<file path="config.mk">
export PLATFORM = sky130hd
export DESIGN_NAME = mc_datapath
export DESIGN_NICKNAME = d
export VERILOG_FILES = /design/src/rtl/mc_datapath_pkg.sv /design/src/rtl/mc_datapath_regfile.sv /design/src/rtl/mc_datapath.sv
export SDC_FILE = /design/constraint.sdc
export NUM_CORES = 2
export LEC_CHECK = 0
export ABC_AREA = 0
export CAP_MARGIN = 20
export CORE_ASPECT_RATIO = 1.25
export CORE_MARGIN = 4
export CORE_UTILIZATION = 30
export CTS_BUF_LIST = sky130_fd_sc_hd__clkbuf_8 sky130_fd_sc_hd__clkbuf_16
export DETAILED_ROUTE_END_ITERATION = 10
export GPL_TIMING_DRIVEN = 0
export SYNTH_ARGS = -nofsm -noshare
export SYNTH_HDL_FRONTEND = slang
export SYNTH_SLANG_ARGS = --single-unit
</file>
<file path="constraint.sdc">
create_clock -name clk -period 7.2 [get_ports clk]
set_clock_uncertainty 0.2 [all_clocks]
set_input_delay 1.44 -clock clk [delete_from_list [all_inputs] [get_ports clk]]
set_output_delay 1.44 -clock clk [all_outputs]
set_load 0.02 [all_outputs]
</file>
<file path="src/rtl/mc_datapath_pkg.sv">
// mc_datapath_pkg: FSM states, opcode/command constants and condition codes for mc_datapath
package mc_datapath_pkg;
  typedef enum logic [3:0] {
    FETCH, DECODE, MEMADR, MEMRD, MEMWB, MEMWR, EXEC, ALUWB, BRANCH
  } state_t;
  localparam logic [1:0] OP_DP  = 2'b00;
  localparam logic [1:0] OP_MEM = 2'b01;
  localparam logic [1:0] OP_BR  = 2'b10;
  localparam logic [1:0] OP_NOP = 2'b11;
  localparam logic [3:0] CMD_AND = 4'b0000;
  localparam logic [3:0] CMD_SUB = 4'b0010;
  localparam logic [3:0] CMD_ADD = 4'b0100;
  localparam logic [3:0] CMD_ORR = 4'b1100;
  typedef enum logic [3:0] {
    EQ, NE, CS, CC, MI, PL, VS, VC, HI, LS, GE, LT, GT, LE, AL, NV
  } cond_t;
  // Evaluate a condition code against NZCV; the unused 1111 encoding behaves as always.
  function automatic logic cond_pass(input logic [3:0] c, input logic [3:0] f);
    logic n, z, cf, v;
    {n, z, cf, v} = f;
    case (cond_t'(c))
      EQ: return z;
      NE: return ~z;
      CS: return cf;
      CC: return ~cf;
      MI: return n;
      PL: return ~n;
      VS: return v;
      VC: return ~v;
      HI: return cf & ~z;
      LS: return ~cf | z;
      GE: return n == v;
      LT: return n != v;
      GT: return ~z & (n == v);
      LE: return z | (n != v);
      default: return 1'b1;
    endcase
  endfunction
endpackage

</file>
<file path="src/rtl/mc_datapath_regfile.sv">
// mc_regfile: 2-read/1-write register file; the top register reads as the PC alias
module mc_regfile #(
  parameter int XLEN  = 32,
  parameter int NREGS = 16,
  localparam int AW   = $clog2(NREGS)
) (
  input  logic            clk,
  input  logic            we,
  input  logic [AW-1:0]   wa,
  input  logic [XLEN-1:0] wd,
  input  logic [AW-1:0]   ra1,
  input  logic [AW-1:0]   ra2,
  input  logic [XLEN-1:0] pc_alias,
  output logic [XLEN-1:0] rd1,
  output logic [XLEN-1:0] rd2
);
  localparam logic [AW-1:0] PCR = AW'(NREGS - 1);
  logic [XLEN-1:0] regs [NREGS];
  // Storage is deliberately unreset; writes to the PC alias are diverted by the caller.
  always_ff @(posedge clk)
    if (we) regs[wa] <= wd;
  assign rd1 = ra1 == PCR ? pc_alias : regs[ra1];
  assign rd2 = ra2 == PCR ? pc_alias : regs[ra2];
endmodule

</file>
<file path="src/rtl/mc_datapath.sv">
// mc_datapath: multi-cycle fetch/decode/execute datapath with load/store and branch sequencing.
// Define MC_DATAPATH_COND_EXEC_EN to gate each instruction on its condition code in DECODE.
module mc_datapath
  import mc_datapath_pkg::*;
#(
  parameter int XLEN  = 32,
  parameter int NREGS = 16
) (
  input  logic            clk,
  input  logic            reset,
  output logic            mem_req,
  output logic            mem_we,
  output logic [XLEN-1:0] mem_addr,
  output logic [XLEN-1:0] mem_wdata,
  input  logic [XLEN-1:0] mem_rdata,
  input  logic            mem_ready,
  output logic [XLEN-1:0] pc,
  output logic [3:0]      alu_flags,
  output logic            retire
);
  localparam int AW = $clog2(NREGS);
  localparam logic [AW-1:0] PCR = AW'(NREGS - 1);
`ifdef MC_DATAPATH_COND_EXEC_EN
  localparam bit COND_EN = 1'b1;
`else
  localparam bit COND_EN = 1'b0;
`endif
  state_t state;
  logic [31:0] instr;
  logic [XLEN-1:0] a, b, alu_out, data, rd1, rd2, src_b, bx, res, wd, br_off;
  logic [XLEN:0] sum;
  logic [3:0] flags_q, flags_n, cmd;
  logic [1:0] op;
  logic [AW-1:0] ra2;
  logic sub, logic_op, ovf, go, rd_pc, rf_we;
  assign op  = instr[27:26];
  assign cmd = instr[24:21];
  assign br_off = {{(XLEN - 26){instr[23]}}, instr[23:0], 2'b00};
  mc_regfile #(.XLEN(XLEN), .NREGS(NREGS)) u_rf (
    .clk      (clk),
    .we       (rf_we),
    .wa       (instr[12 +: AW]),
    .wd       (wd),
    .ra1      (instr[16 +: AW]),
    .ra2      (ra2),
    .pc_alias (pc + XLEN'(4)),
    .rd1      (rd1),
    .rd2      (rd2)
  );
  // ALU: SUB is A + ~B + 1 so C is the ARM-style not-borrow; unknown commands add.
  always_comb begin
    src_b = instr[25] ? XLEN'(instr[11:0]) : b;
    sub = cmd == CMD_SUB;
    logic_op = (cmd == CMD_AND) || (cmd == CMD_ORR);
    bx = sub ? ~src_b : src_b;
    sum = {1'b0, a} + {1'b0, bx} + {{XLEN{1'b0}}, sub};
    res = cmd == CMD_AND ? a & src_b : cmd == CMD_ORR ? a | src_b : sum[XLEN-1:0];
    ovf = (a[XLEN-1] == bx[XLEN-1]) && (sum[XLEN-1] != a[XLEN-1]);
    flags_n = {res[XLEN-1], res == '0, ~logic_op & sum[XLEN], ~logic_op & ovf};
  end
  // Decode-side control, write-back steering and memory/retire outputs decoded from state;
  // reset gates everything so an abandoned access neither requests nor writes.
  always_comb begin
    go = !COND_EN || cond_pass(instr[31:28], alu_flags);
    rd_pc = instr[12 +: AW] == PCR;
    ra2 = op == OP_MEM ? instr[12 +: AW] : instr[0 +: AW];
    wd = state == MEMWB ? data : alu_out;
    rf_we = reset && !rd_pc && (state == ALUWB || state == MEMWB);
    mem_req = reset && (state == FETCH || state == MEMRD || state == MEMWR);
    mem_we = reset && state == MEMWR;
    mem_addr = state == FETCH ? pc : alu_out;
    mem_wdata = b;
    retire = reset && (state == ALUWB || state == MEMWB || state == BRANCH ||
             (state == MEMWR && mem_ready) || (state == DECODE && (!go || op == OP_NOP)));
  end
  // Instruction sequencer; PC-targeted write-backs land in pc instead of the register file.
  always_ff @(posedge clk)
    if (!reset) begin
      state <= FETCH;
      pc <= '0;
      alu_flags <= '0;
      instr <= '0;
    end else begin
      case (state)
        FETCH: if (mem_ready) begin
          instr <= mem_rdata[31:0];
          pc <= pc + XLEN'(4);
          state <= DECODE;
        end
        DECODE: begin
          a <= rd1;
          b <= rd2;
          state <= !go ? FETCH : op == OP_DP ? EXEC : op == OP_MEM ? MEMADR : op == OP_BR ? BRANCH : FETCH;
        end
        EXEC: begin
          alu_out <= res;
          flags_q <= flags_n;
          state <= ALUWB;
        end
        ALUWB: begin
          if (instr[20]) alu_flags <= flags_q;
          if (rd_pc) pc <= alu_out;
          state <= FETCH;
        end
        MEMADR: begin
          alu_out <= a + XLEN'(instr[11:0]);
          state <= instr[20] ? MEMRD : MEMWR;
        end
        MEMRD: if (mem_ready) begin
          data <= mem_rdata;
          state <= MEMWB;
        end
        MEMWB: begin
          if (rd_pc) pc <= data;
          state <= FETCH;
        end
        MEMWR: if (mem_ready) state <= FETCH;
        BRANCH: begin
          pc <= pc + XLEN'(4) + br_off;
          state <= FETCH;
        end
        default: state <= FETCH;
      endcase
    end
endmodule

</file>
==> results.ini <==
[cts]
htree_levels=3
clkSinkCount=716
numCtsBuffers=71
root_buffer=clkbuf_16
cts.path.max_buffers=3
cts_tree=done
clk_pin_slew_ns=0.06
postCtsSetupBuffers=0
hold_buffers=0
clkLatencyLatePin_ns=0.65

[floorplanning]
initial_core_util=0.301
num_rows=146
io_pins=138
core_area_um2=127000
die_area_um2=133000
die_height_um=407
die_width_um=327

[synthesis]
synth_edf_count=644
seq_area_frac_synth=0.544
synth.largest_area_cell=edfxtp_1
synth_flop_cell=edfxtp_1
ys_async_sr_fraction=0
synthesis.area_um2=38200
synthCells=2887
synth_top_area_share=0.507
ys_types=87
yosys_warnings=0
ys_seq_elements=716
postSynthAreaPerCell_um2=13.2
synthTopCellsByArea=edfxtp_1 51%, mux4_2 15%, nand2_1 4.0%

[power]
ir_drop_mv=0.173
p_clk_frac=0.327
intPower_w=0.00802
seqPwrFrac=0.417
p_switching_w=0.00376
switching_share=0.319
pwr-share-comb=0.257
p_leak_nw=14.9
power_density_nw_per_um2=260
power_w=0.0118

[global_routing]
grt_first_pass_wirelength_um=207000
antenna_found_initial=3
grt_max_degree=26
grt_overflow=0
grt_usage=0.217
grt_pass1_vias=28100

[place]
place_inst=4812
place.gp.congestion=0.963
placed_area_um2=42800
portBuffers=136
dp_hpwl_um=115000

[route]
drt_iter0_markers=3310
drt_wl_total_um=148000
drt_first_pass_iters=6
drc=0
ant_nets=0
num_vias=28200
vias_per_cell=5.70
drt-wirelength-per-cell_um=29.9

[setup_path]
cp-end-kind=flop
crit_fanout=10
worstSetupStartpointType=flop
path_class=flop to flop
slowest_stage=clkbuf_1
crit_chain=buf_2, nor4b_4, clkbuf_1, xnor2_1, ha_1, clkbuf_1, nand4_1, or4_1, o211ai_1, xor2_1, o221ai_1, nor4b_1, nand4_1, nor3_1, and4_1
critical_path.max_stage_delay_ns=0.92
crit_arrival_ns=7.29
crit_family=simple AND/OR/NAND/NOR gates
worst_ep_required_time_ns=7.49
path_buf_inv=3

[hold_path]
min_path_type=flop to flop

[sta]
slew_headroom=0.187
rsz0062_at_grt=false
period_needed_ns=7.00
setup_viol=0
hold_viol_final=0
clock.fmax_ghz=0.143
slew_violations=0
fin_crit_sh=0.972
worstMarginPinSlew_ns=1.22

[cells_and_area]
final_layout_size_suffix_gt1_frac=0.164
final_cells=4942
design_area_um2=45200
syn2layout_area_growth_pct=18.5
fin_util=0.357
antenna_cells=0
fillCellCount=12100
nNetsFinal=3297

[flow_run]
drv_cap=0

[run_status]
status=finished, final reports clean

==> worst reg2reg max path, delay by kind of cell (launching register included) <==
family,cells,cell delay [ns]
adder cells (fa/ha/maj),1,0.34
AND/OR/NAND/NOR,7,3.12
flip-flops,1,0.41
XOR/XNOR,2,0.38
AO/OA/AOI/OAI,2,0.93
buffers and inverters,3,1.48
==> cell usage after synthesis, types with 14 or more instances <==
master	number
nand2b_1	40
buf_2	20
mux2i_1	49
a21boi_0	32
a31oi_1	14
a22oi_1	15
ha_1	75
a211oi_1	35
dfxtp_1	72
a21o_1	31
a311oi_1	24
nand4_1	18
a221oi_1	38
o21ai_0	159
nor2_1	116
buf_1	29
xor2_1	43
mux2_2	40
nor2b_1	14
o211ai_1	19
nor3_1	49
clkbuf_1	145
mux4_2	262
a21oi_1	107
o221ai_1	24
edfxtp_1	644
xnor2_1	95
inv_1	52
nand2_1	408
and3_1	21
nand3_1	49
==> cell type report <==
class                      count  area (um^2)  area share
timing repair buffer         194         2290      0.0507
sequential                   716        20800       0.459
clock inverter                50          474      0.0105
buffer                       194          762      0.0168
multi-input combinational   1955        16700       0.369
clock buffer                  79         1910      0.0422
tap                         1702         2130      0.0471
inverter                      52          195     0.00431
==> registers in the layout (all words and copies together) (netlist names), named ones only <==
| signal | flops |
|---|---|
| pc | 32 |
| flags_q | 4 |
| instr | 28 |
| a | 32 |
| mem_wdata | 32 |
| state | 4 |
| alu_flags | 4 |
| alu_out | 32 |
| u_rf.regs | 512 |
| data | 32 |
==> metrics by stage <==
stage	TNS, ns	hold WS [ns]	worst slack [ns]
after detailed placement	0	0.264	0.168
after global placement	-767.39	0.264	-3.52
after CTS	0	0.274	0.120
after global routing	0	0.302	0.00966
after floorplan	0	0.269	0.497
final	0	0.267	0.200
==> per-layer routing <==
layer | track usage | up-vias | share of wire
met5 | 0 | - | 0.000074
met4 | 0.121 | 2 | 0.062
met3 | 0.0445 | 404 | 0.092
met2 | 0.372 | 1663 | 0.49
met1 | 0.255 | 14200 | 0.36
li1 | - | 11900 | -
==> power by group through the flow <==
stage,logic [W],registers [W],clock network (W)
CTS,0.00297,0.00490,0.00388
detailed placement,0.00296,0.00499,0
global placement,0.00291,0.00500,0
floorplan,0.00178,0.00495,0
finish,0.00303,0.00491,0.00385
global route,0.00319,0.00491,0.00406
==> logic make-up (layout without fill, tap and decap cells) <==
kind of cell,count (synthesis),count (layout),synth area share
muxes,353,353,0.180
DFF,716,716,0.544
xor gates and xnor gates,138,138,0.0317
AOI/OAI and AO/OA,574,574,0.0997
other,1,32,0.0000983
adders and majority gates,78,78,0.0262
and+or+nand+nor,780,780,0.0927
buffers and inverters,247,569,0.0250
==> path summary, 6_finish.rpt <==
check / from / end / slack [ns] / cells after the start
setup / recovery: instr[23] / flags_q[2] / 0.20 / 15
setup reg to reg: instr[23] / flags_q[2] / 0.20 / 15
hold reg to reg: alu_flags[2] / alu_flags[2] / 0.27 / 2
hold / removal: alu_flags[2] / alu_flags[2] / 0.27 / 2
==> placed cells by master, fill, tap and decap left out, types with 15 or more instances in the layout <==
master,n
nand2_1,408
a221oi_1,38
xor2_1,43
nand4_1,18
nand2b_1,40
o21ai_0,159
buf_6,16
a21boi_0,32
xnor2_1,95
a211oi_1,35
conb_1,32
ha_1,75
nand3_1,49
a21o_1,31
mux4_2,262
nor2_1,103
o211ai_1,19
o221ai_1,24
edfxtp_1,644
buf_8,16
mux2i_1,49
clkbuf_16,73
and3_1,21
dfxtp_1,72
a21oi_1,107
mux2_2,40
a22oi_1,15
buf_2,21
buf_1,27
inv_1,60
clkdlybuf4s50_1,136
a311oi_1,24
clkbuf_1,144
nor3_1,43
==> timing repair <==
item                                    CTS  global route
endpoints found under the setup margin    0             1
resized for setup                         0             2
endpoints found under the hold margin     0             0
No activity file was read; power rests on OpenSTA's default activity.
